--- src/rtl/sa_ctrl_pkg.sv ---
// sa_ctrl_pkg: shared types and constant helpers for the systolic-array sequencer.
//   sa_state_t  : pass phases, in order IDLE -> LOAD -> STREAM -> FLUSH -> DRAIN -> DONE
//   row_w()     : width of a row index, max(1, $clog2(n))
//   flush_len() : wavefront flush length in cycles, 2n-2
package sa_ctrl_pkg;

    typedef enum logic [2:0] {
        StIdle,
        StLoad,
        StStream,
        StFlush,
        StDrain,
        StDone
    } sa_state_t;

    function automatic int unsigned row_w(input int unsigned n);
        return (n > 1) ? $clog2(n) : 1;
    endfunction

    function automatic int unsigned flush_len(input int unsigned n);
        return 2 * n - 2;
    endfunction

endpackage

--- src/rtl/sa_sequencer_if.sv ---
// sa_sequencer_if: host command / array control bundle of the sequencer.
//   master : host side  - drives start, k_len, abort, stall; observes status and enables
//   slave  : sequencer  - samples commands, drives busy, load_en/row, in_valid,
//                         out_valid/row, done, err, stall_cycles
interface sa_sequencer_if #(
    parameter int unsigned N   = 4,
    parameter int unsigned K_W = 8
);
    import sa_ctrl_pkg::*;

    localparam int unsigned RW = row_w(N);

    logic           start;
    logic [K_W-1:0] k_len;
    logic           abort;
    logic           stall;
    logic           busy;
    logic           load_en;
    logic [RW-1:0]  load_row;
    logic           in_valid;
    logic           out_valid;
    logic [RW-1:0]  out_row;
    logic           done;
    logic           err;
    logic [15:0]    stall_cycles;

    modport master (
        output start, k_len, abort, stall,
        input  busy, load_en, load_row, in_valid, out_valid, out_row, done, err, stall_cycles
    );

    modport slave (
        input  start, k_len, abort, stall,
        output busy, load_en, load_row, in_valid, out_valid, out_row, done, err, stall_cycles
    );

endinterface

--- src/rtl/sa_step_counter.sv ---
// sa_step_counter: wrapping step counter.
//   clk, n_rst  : clock, asynchronous active-low reset
//   i_clear     : synchronous clear (highest priority)
//   i_enable    : advance by one this cycle
//   i_terminal  : number of steps; count runs 0..i_terminal-1 then wraps to 0
//   o_count     : current count
//   o_last      : count == terminal-1 and enabled, i.e. the final step is taken now
module sa_step_counter #(
    parameter int unsigned SIZE = 4
) (
    input  logic            clk,
    input  logic            n_rst,
    input  logic            i_clear,
    input  logic            i_enable,
    input  logic [SIZE-1:0] i_terminal,
    output logic [SIZE-1:0] o_count,
    output logic            o_last
);

    logic [SIZE-1:0] r_count;

    assign o_last  = i_enable && (r_count == i_terminal - SIZE'(1));
    assign o_count = r_count;

    always_ff @(posedge clk or negedge n_rst) begin
        if (!n_rst) begin
            r_count <= '0;
        end else if (i_clear || o_last) begin
            r_count <= '0;
        end else if (i_enable) begin
            r_count <= r_count + SIZE'(1);
        end
    end

endmodule

--- src/rtl/sa_sequencer.sv ---
// sa_sequencer: sequences one matrix pass through an NxN systolic array.
//   clk, n_rst : clock, asynchronous active-low reset
//   bus.slave  : start/k_len/abort/stall in; busy, load_en/load_row, in_valid,
//                out_valid/out_row, done, err, stall_cycles out
// Optional: define SA_SEQ_PERF_CNT_EN to build the saturating stall_cycles counter;
// otherwise stall_cycles reads 0.
module sa_sequencer
    import sa_ctrl_pkg::*;
#(
    parameter int unsigned N   = 4,
    parameter int unsigned K_W = 8
) (
    input  logic           clk,
    input  logic           n_rst,
    sa_sequencer_if.slave  bus
);

    localparam int unsigned RW        = row_w(N);
    localparam int unsigned RCW       = RW + 1;  // must hold the terminal value N
    localparam int unsigned FCW       = RW + 2;  // must hold 2N-2
    localparam int unsigned FLUSH_LEN = flush_len(N);

    sa_state_t      r_state, w_state_next;
    logic [K_W-1:0] r_k_len;
    logic           r_err;

    logic           w_abort, w_accept;
    logic           w_row_en, w_row_last, w_str_en, w_str_last, w_fl_en, w_fl_last;
    logic [RCW-1:0] w_row_cnt;
    logic [K_W-1:0] w_str_cnt;
    logic [FCW-1:0] w_fl_cnt;
    logic           w_unused;

    // abort only acts on a pass in flight; in IDLE it just masks start
    assign w_abort  = bus.abort && (r_state != StIdle);
    assign w_accept = (r_state == StIdle) && bus.start && !bus.abort && (bus.k_len != '0);

    assign w_row_en = (r_state == StLoad) || ((r_state == StDrain) && !bus.stall);
    assign w_str_en = (r_state == StStream) && !bus.stall;
    assign w_fl_en  = (r_state == StFlush);

    // row counter is shared: it wraps to 0 at the end of LOAD, ready for DRAIN
    sa_step_counter #(.SIZE(RCW)) u_row_cnt (
        .clk        (clk),
        .n_rst      (n_rst),
        .i_clear    (w_abort),
        .i_enable   (w_row_en),
        .i_terminal (RCW'(N)),
        .o_count    (w_row_cnt),
        .o_last     (w_row_last)
    );

    sa_step_counter #(.SIZE(K_W)) u_str_cnt (
        .clk        (clk),
        .n_rst      (n_rst),
        .i_clear    (w_abort),
        .i_enable   (w_str_en),
        .i_terminal (r_k_len),
        .o_count    (w_str_cnt),
        .o_last     (w_str_last)
    );

    sa_step_counter #(.SIZE(FCW)) u_fl_cnt (
        .clk        (clk),
        .n_rst      (n_rst),
        .i_clear    (w_abort),
        .i_enable   (w_fl_en),
        .i_terminal (FCW'(FLUSH_LEN)),
        .o_count    (w_fl_cnt),
        .o_last     (w_fl_last)
    );

    assign w_unused = ^{w_str_cnt, w_fl_cnt, w_row_cnt[RCW-1]};

    always_comb begin
        w_state_next = r_state;
        unique case (r_state)
            StIdle:   if (w_accept) w_state_next = StLoad;
            StLoad:   if (w_row_last) w_state_next = StStream;
            StStream: if (w_str_last) w_state_next = (N == 1) ? StDrain : StFlush;
            StFlush:  if (w_fl_last) w_state_next = StDrain;
            StDrain:  if (w_row_last) w_state_next = StDone;
            StDone:   w_state_next = StIdle;
            default:  w_state_next = StIdle;
        endcase
        if (w_abort) w_state_next = StIdle;
    end

    always_ff @(posedge clk or negedge n_rst) begin
        if (!n_rst) begin
            r_state <= StIdle;
            r_k_len <= '0;
            r_err   <= 1'b0;
        end else begin
            r_state <= w_state_next;
            r_err   <= (r_state == StIdle) && bus.start && !bus.abort && (bus.k_len == '0);
            if (w_accept) r_k_len <= bus.k_len;
        end
    end

    assign bus.busy      = (r_state != StIdle);
    assign bus.load_en   = (r_state == StLoad);
    assign bus.load_row  = (r_state == StLoad) ? w_row_cnt[RW-1:0] : '0;
    assign bus.in_valid  = (r_state == StStream) && !bus.stall;
    assign bus.out_valid = (r_state == StDrain) && !bus.stall;
    assign bus.out_row   = (r_state == StDrain) ? w_row_cnt[RW-1:0] : '0;
    assign bus.done      = (r_state == StDone);
    assign bus.err       = r_err;

`ifdef SA_SEQ_PERF_CNT_EN
    logic [15:0] r_stall_cycles;

    always_ff @(posedge clk or negedge n_rst) begin
        if (!n_rst) begin
            r_stall_cycles <= '0;
        end else if (w_accept) begin
            r_stall_cycles <= '0;
        end else if (((r_state == StStream) || (r_state == StDrain)) && bus.stall &&
                     (r_stall_cycles != 16'hFFFF)) begin
            r_stall_cycles <= r_stall_cycles + 16'd1;
        end
    end

    assign bus.stall_cycles = r_stall_cycles;
`else
    assign bus.stall_cycles = '0;
`endif

endmodule

--- src/flat_wrapper.sv ---
// flat-port wrapper written by rule: the top's interface ports become plain ports
module sa_sequencer_flat import sa_ctrl_pkg::*;
#(
    parameter int unsigned N   = 4,
    parameter int unsigned K_W = 8
)
  (clk, n_rst, bus_start, bus_k_len, bus_abort, bus_stall, bus_busy, bus_load_en, bus_load_row, bus_in_valid, bus_out_valid, bus_out_row, bus_done, bus_err, bus_stall_cycles);
  sa_sequencer_if #(.N(N), .K_W(K_W)) bus_i ();
  input  logic clk;
  input  logic n_rst;
  input wire logic [$bits(bus_i.start)-1:0] bus_start;
  input wire logic [$bits(bus_i.k_len)-1:0] bus_k_len;
  input wire logic [$bits(bus_i.abort)-1:0] bus_abort;
  input wire logic [$bits(bus_i.stall)-1:0] bus_stall;
  output wire logic [$bits(bus_i.busy)-1:0] bus_busy;
  output wire logic [$bits(bus_i.load_en)-1:0] bus_load_en;
  output wire logic [$bits(bus_i.load_row)-1:0] bus_load_row;
  output wire logic [$bits(bus_i.in_valid)-1:0] bus_in_valid;
  output wire logic [$bits(bus_i.out_valid)-1:0] bus_out_valid;
  output wire logic [$bits(bus_i.out_row)-1:0] bus_out_row;
  output wire logic [$bits(bus_i.done)-1:0] bus_done;
  output wire logic [$bits(bus_i.err)-1:0] bus_err;
  output wire logic [$bits(bus_i.stall_cycles)-1:0] bus_stall_cycles;
  assign bus_i.start = bus_start;
  assign bus_i.k_len = bus_k_len;
  assign bus_i.abort = bus_abort;
  assign bus_i.stall = bus_stall;
  assign bus_busy = bus_i.busy;
  assign bus_load_en = bus_i.load_en;
  assign bus_load_row = bus_i.load_row;
  assign bus_in_valid = bus_i.in_valid;
  assign bus_out_valid = bus_i.out_valid;
  assign bus_out_row = bus_i.out_row;
  assign bus_done = bus_i.done;
  assign bus_err = bus_i.err;
  assign bus_stall_cycles = bus_i.stall_cycles;
  sa_sequencer #(.N(N), .K_W(K_W)) u_core (.clk(clk), .n_rst(n_rst), .bus(bus_i));
endmodule
--- config.mk ---
export PLATFORM = sky130hd
export DESIGN_NAME = sa_sequencer_flat
export DESIGN_NICKNAME = d
export VERILOG_FILES = /design/src/rtl/sa_ctrl_pkg.sv /design/src/rtl/sa_sequencer_if.sv /design/src/rtl/sa_step_counter.sv /design/src/rtl/sa_sequencer.sv /design/src/flat_wrapper.sv
export SDC_FILE = /design/constraint.sdc
export NUM_CORES = 1
export LEC_CHECK = 0
export BUFFER_PORTS_ARGS = -buffer_cell sky130_fd_sc_hd__buf_2
export CAP_MARGIN = 40
export CORE_ASPECT_RATIO = 0.8
export CORE_UTILIZATION = 49
export CTS_CLUSTER_DIAMETER = 60
export DETAILED_ROUTE_END_ITERATION = 10
export HOLD_SLACK_MARGIN = 0.08
export PLACE_DENSITY = 0.86
export SLEW_MARGIN = 25
export SYNTH_ARGS = -nofsm -noshare
export SYNTH_HDL_FRONTEND = slang
export SYNTH_SLANG_ARGS = --single-unit
--- constraint.sdc ---
create_clock -name clk -period 1.9 [get_ports clk]
set_input_delay 0.38 -clock clk [delete_from_list [all_inputs] [get_ports clk]]
set_output_delay 0.38 -clock clk [all_outputs]
set_load 0.03 [all_outputs]
==> impl_metrics.json, run 1 <==
{
  "path_cells": "or4_1, a211o_1, buf_4, mux2_2",
  "synth_area_um2": 1830,
  "htreeDepth": 1,
  "final_layout_size_suffix_gt1_frac": 0.313,
  "boundaryPins": 39,
  "fin_nets": 250,
  "cts.reportedPaths.clkPinSlew_ns": 0.09,
  "numCtsBuffers": 3,
  "crit_slowest_cell": "or4_1",
  "first_iter_violations": 72,
  "viasPerCell": 5.26,
  "die_w_um": 70.3,
  "fin_crit_ns": 1.90,
  "synth-seq-cells": 27,
  "pwr_density_cell_nw_per_um2": 1130,
  "worstMarginPinSlew_ns": 0.603,
  "fin_skew_ns": 0.00851,
  "dpl.hpwl_mm": 2.64,
  "syn_avg_cell_area_um2": 9.37,
  "clockRootBuffer": "clkbuf_8",
  "clockBufferDepth": 2,
  "start_util": 0.523,
  "critPathLaunchType": "flop",
  "max_freq_mhz": 527,
  "grt_pass1_vias": 1311,
  "fill_cells": 276,
  "wl_per_cell_um": 13.7,
  "dieHeight_um": 56.6,
  "finalSetupViolCount": 0,
  "outcome": "finished, final reports clean",
  "design_area_um2": 2120,
  "postPlaceCellArea_um2": 1960,
  "final_cells": 272,
  "die_area_um2": 3980,
  "syn_to_final_growth_pct": 16.0,
  "track_usage": 0.188,
  "required_ns": 2.06,
  "finalCoreUtilization": 0.606,
  "antenna_cells": 0,
  "clock-sinks": 27,
  "netlist_instances": 195,
  "critical_path_class": "reg -> reg",
  "hold_viol_final": 0,
  "grt_max_degree": 28,
  "maxCapViolCount": 0,
  "fin_crit_sh": 0.998,
  "cp_max_fo": 8,
  "worst_hold_slack_ns": 0.100,
  "overflow": 0,
  "slowest_delay_ns": 0.55,
  "grt_setup_unrepaired": "yes",
  "relSlewSlack": 0.598,
  "final-max-slew-violation-count": 0,
  "grt_pass1_wl_mm": 5.96,
  "holdCritPathClass": "in -> async",
  "ys_seq_area_frac": 0.370,
  "antenna_found_initial": 0,
  "peakVddDrop_mv": 0.743,
  "core-area_um2": 3490,
  "critical_path_arrival_ns": 2.05,
  "clk_latency_ns": 0.27,
  "gp_congestion": 0.797,
  "rows": 19,
  "cp-end-kind": "flop",
  "place_inst": 263,
  "cts_tree": "done",
  "wirelength_mm": 3.73,
  "io_buffer_count": 22,
  "firstDrtPassIters": 4,
  "ant_nets": 0,
  "synth_cell_types": 44,
  "drt_drc_violations_left": 0,
  "vias": 1431,
  "yosysWarnings": 0,
  "p_leak_nw": 1.02
}
cell usage after synthesis, drive strengths merged:
library cell	count	area, µm²
a21oi	12	60.1
o211ai	2	15.0
ha	6	75.1
or2	1	6.26
and2	3	18.8
clkbuf	2	17.5
o21ai	1	5.00
conb	1	3.75
nand4	5	31.3
nor4	3	25.0
inv	8	30.0
nand2	13	48.8
a211oi	1	7.51
dfrtp	27	676
o311ai	1	8.76
a41o	1	11.3
xor2	12	105
or4	1	7.51
a31oi	2	12.5
o31a	1	10.0
nor3	8	40.0
o211a	1	10.0
nor2	25	93.8
or4b	1	10.0
and3b	2	18.8
mux2	8	90.1
nor4b	1	23.8
mux2i	2	20.0
o31ai	1	21.3
a211o	1	8.76
o22ai	2	12.5
nand2b	3	18.8
buf	21	159
nor3b	2	15.0
nand3b	1	7.51
and3	6	41.3
xnor2	7	61.3
timing repair:
action | CTS | global route
pin swaps | 4 | 4
hold buffers | 0 | 0
setup endpoints to repair | 1 | 24
resized for setup | 3 | 15
buffers inserted | 2 | 3
metal layers:
metal,part of all wire,global-route usage,vias to the layer above
met5,0,0,-
met4,0.0067,0.0457,0
met3,0.033,0.0485,4
met2,0.49,0.297,28
met1,0.47,0.260,689
li1,-,-,710
critical path: cells and delay by family (launching register included):
family | cells | cell delay (ns)
AND/OR/NAND/NOR | 1 | 0.55
flip-flops | 1 | 0.50
multiplexers | 1 | 0.28
AO/OA/AOI/OAI | 1 | 0.27
buffers and inverters | 1 | 0.18
flip-flops by register name (all words and copies together) (netlist names):
signal,flops
u_core.bus.err,1
u_core.r_k_len,8
u_core.r_state,3
u_core.u_fl_cnt.o_count,4
u_core.u_row_cnt.o_count,3
u_core.u_str_cnt.o_count,8
report_power, final:
part           leakage (nW)  total [mW]  switching, mW  internal, mW
combinational         0.647        1.19          0.651         0.542
sequential            0.353       0.884          0.172         0.713
clock                0.0228       0.320          0.170         0.150
total                  1.02        2.40          0.993          1.40
stage by stage:
step	power [mW]	setup WS [ns]	TNS, ns
global placement	1.83	0.00835	0
detailed placement	1.87	-0.0423	-0.0423
global route	2.56	-0.0573	-0.423
floorplan	1.63	-0.188	-1.17
finish	2.40	0.00410	0
CTS	2.25	-0.0431	-0.0431
placed cells by master (no fill, tap or decap), types with 2 or more instances in the layout:
cell type,synthesis,final
o22ai_1,2,2
dfrtp_1,27,25
mux2_2,8,8
mux2i_1,2,2
nor4_1,2,2
nor3_1,8,4
xnor2_1,7,7
nor3_4,0,2
o211ai_1,2,2
nand4_1,5,5
nor2_1,25,24
and3_2,3,2
nand2_1,13,13
clkbuf_8,1,3
buf_2,1,21
xor2_1,12,12
nor3b_1,2,2
and2_1,3,3
a21oi_1,12,11
a31oi_1,2,2
inv_1,8,6
conb_1,1,16
dfrtp_2,0,2
ha_1,6,5
buf_4,17,16
nor3_2,0,2
and3_1,3,3
inv_2,0,2
nand2b_1,3,3
area by class of cell:
type	count	area (µm²)	area share
repair buffers	39	244	0.115
well taps	42	52.6	0.0248
flip-flops and latches	27	678	0.320
inverters	8	30.0	0.0142
multi-input cells	152	1070	0.504
clock buffers	4	45.0	0.0213
path summary, 6_finish.rpt:
check                                   from                end  slack [ns]  cells past startpoint
max                        u_core.r_state[2]  u_core.r_k_len[0]       0.004                      4
min                                    n_rst  u_core.r_state[2]         0.1                      1
max reg2reg                u_core.r_state[2]  u_core.r_k_len[0]       0.004                      4
min reg2reg                u_core.r_k_len[7]  u_core.r_k_len[7]        0.53                      1
max in group asynchronous              n_rst  u_core.r_k_len[3]        1.36                      1
min in group clk                   bus_start     u_core.bus.err        0.34                      3
logic make-up after synthesis:
family	synth area share
adders and majority gates	0.0411
DFF	0.370
buffers and inverters	0.113
and+or+nand+nor	0.223
AOI/OAI and AO/OA	0.100
xor gates and xnor gates	0.0911
muxes	0.0603
other	0.00205
Note: power is estimated with default switching activity, not from simulation.
==> inputs of run 2 (changes only) <==
- MAX_ROUTING_LAYER: not set -> met4
==> run 2 against run 1 <==
Cell area unchanged. Non-clock buffer count unchanged. Largest cell class unchanged. Sequential share of layout area unchanged.
==> impl_metrics.json, run 2 (same netlist as run 1, synthesis figures left out) <==
{
  "fin_tns_setup_ns": 0,
  "holdCritPathClass": "in -> async",
  "p_int_mw": 1.40,
  "firstDrtPassIters": 4,
  "grt_pass1_wl_mm": 5.96,
  "dpl.hpwl_mm": 2.64,
  "core-area_um2": 3490,
  "maxCapViolCount": 0,
  "final_common_cell": "dfrtp_1",
  "viasPerCell": 5.29,
  "outcome": "finished, final reports clean",
  "first_iter_violations": 74,
  "syn_to_final_growth_pct": 16.0,
  "clock_power_share": 0.134,
  "required_ns": 2.06,
  "max_freq_mhz": 528,
  "ant_nets": 0,
  "dieHeight_um": 56.6,
  "rows": 19,
  "finalSetupViolCount": 0,
  "switching_power_uw": 989,
  "cp-end-kind": "flop",
  "grt_setup_unrepaired": "yes",
  "hold_viol_final": 0,
  "cts_tree": "done",
  "overflow": 0,
  "place_inst": 263,
  "io_buffer_count": 22,
  "grt_max_degree": 28,
  "r2r_start": "u_core.r_state[2]",
  "clk_latency_ns": 0.27,
  "p_comb_frac": 0.497,
  "pwr_density_cell_nw_per_um2": 1130,
  "vias": 1439,
  "wl_per_cell_um": 13.6,
  "fin_nets": 250,
  "fin_crit_ns": 1.89,
  "die_w_um": 70.3,
  "fin_crit_sh": 0.996,
  "peakVddDrop_mv": 0.743,
  "critical_path_class": "reg -> reg",
  "final-max-slew-violation-count": 0,
  "clockRootBuffer": "clkbuf_8",
  "critPathLaunchType": "flop",
  "sw_frac_of_total": 0.413,
  "worstMarginPinSlew_ns": 0.607,
  "final_cells": 272,
  "drt_drc_violations_left": 0,
  "finalCoreUtilization": 0.606,
  "boundaryPins": 39,
  "clock-sinks": 27,
  "htreeDepth": 1,
  "antenna_found_initial": 0,
  "relSlewSlack": 0.596,
  "start_util": 0.523,
  "p_leak_nw": 1.02,
  "layout.cells.most_common_list": "dfrtp_1, nor2_1, buf_2",
  "grt_pass1_vias": 1309,
  "p_seq_frac": 0.369,
  "cp_max_fo": 8,
  "startpoint": "u_core.r_state[2]",
  "die_area_um2": 3980,
  "clockBufferDepth": 2,
  "cts.reportedPaths.clkPinSlew_ns": 0.09,
  "final_layout_size_suffix_gt1_frac": 0.313,
  "fill_cells": 276,
  "worst_hold_slack_ns": 0.103,
  "wirelength_mm": 3.71,
  "antenna_cells": 0,
  "track_usage": 0.194,
  "critical_path_arrival_ns": 2.05,
  "gp_congestion": 0.808,
  "numCtsBuffers": 3,
  "fin_skew_ns": 0.00818
}
## run 2: cell counts in the layout (fill, tap and decap cells not counted)
Identical to the previous run, type by type.
## run 2: through the flow
stage	power, mW	cell area [µm²]	setup slack (ns)
after detailed placement	1.87	1960	-0.0423
after global routing	2.56	2120	-0.0575
after global placement	1.83	1960	0.00835
final	2.39	2120	0.00700
after CTS	2.25	2040	-0.0431
after floorplan	1.63	1890	-0.188
## run 2: repair_timing
item,4_1_cts,5_1_grt
resized for setup,3,15
endpoints found under the setup margin,1,24
setup buffers,2,3
hold buffers,0,0
pin swaps,4,4
## run 2: metal layers
layer | share of wire | GRT usage | wire length, µm
met1 | 0.45 | 0.260 | 1690
met2 | 0.50 | 0.297 | 1840
met3 | 0.042 | 0.0485 | 155
met4 | 0.0067 | 0.0457 | 25
met5 | 0 | - | 0
## run 2: layout make-up
class | instances | area, µm² | share of cell area
Inverter | 8 | 30.0 | 0.0142
Tap cell | 42 | 52.6 | 0.0248
Sequential cell | 27 | 678 | 0.320
Multi-Input combinational cell | 152 | 1070 | 0.504
Clock buffer | 4 | 45.0 | 0.0213
Timing Repair Buffer | 39 | 244 | 0.115
## run 2: power by group through the flow
stage	clock network, mW	registers (mW)	logic [mW]
2_1_floorplan	0	0.851	0.779
3_3_place_gp	0	0.857	0.968
3_5_place_dp	0	0.864	1.01
4_1_cts	0.332	0.868	1.05
5_1_grt	0.353	0.904	1.31
6_report	0.320	0.883	1.19
## run 2: critical path, stage by stage, from the launching register on
cell	delay (ns)
dfrtp_1	0.50
or4_1	0.55
a211o_1	0.27
buf_4	0.18
mux2_2	0.28
## run 2: worst paths after layout
kind,endpoint,slack [ns],depth (start not counted)
setup / recovery,u_core.r_k_len[0],0.007,4
hold / removal,u_core.r_state[2],0.10,1
setup reg to reg,u_core.r_k_len[0],0.007,4
hold reg to reg,u_core.r_k_len[7],0.53,1
max in group asynchronous,u_core.r_k_len[3],1.35,1
min in group clk,u_core.bus.err,0.34,3
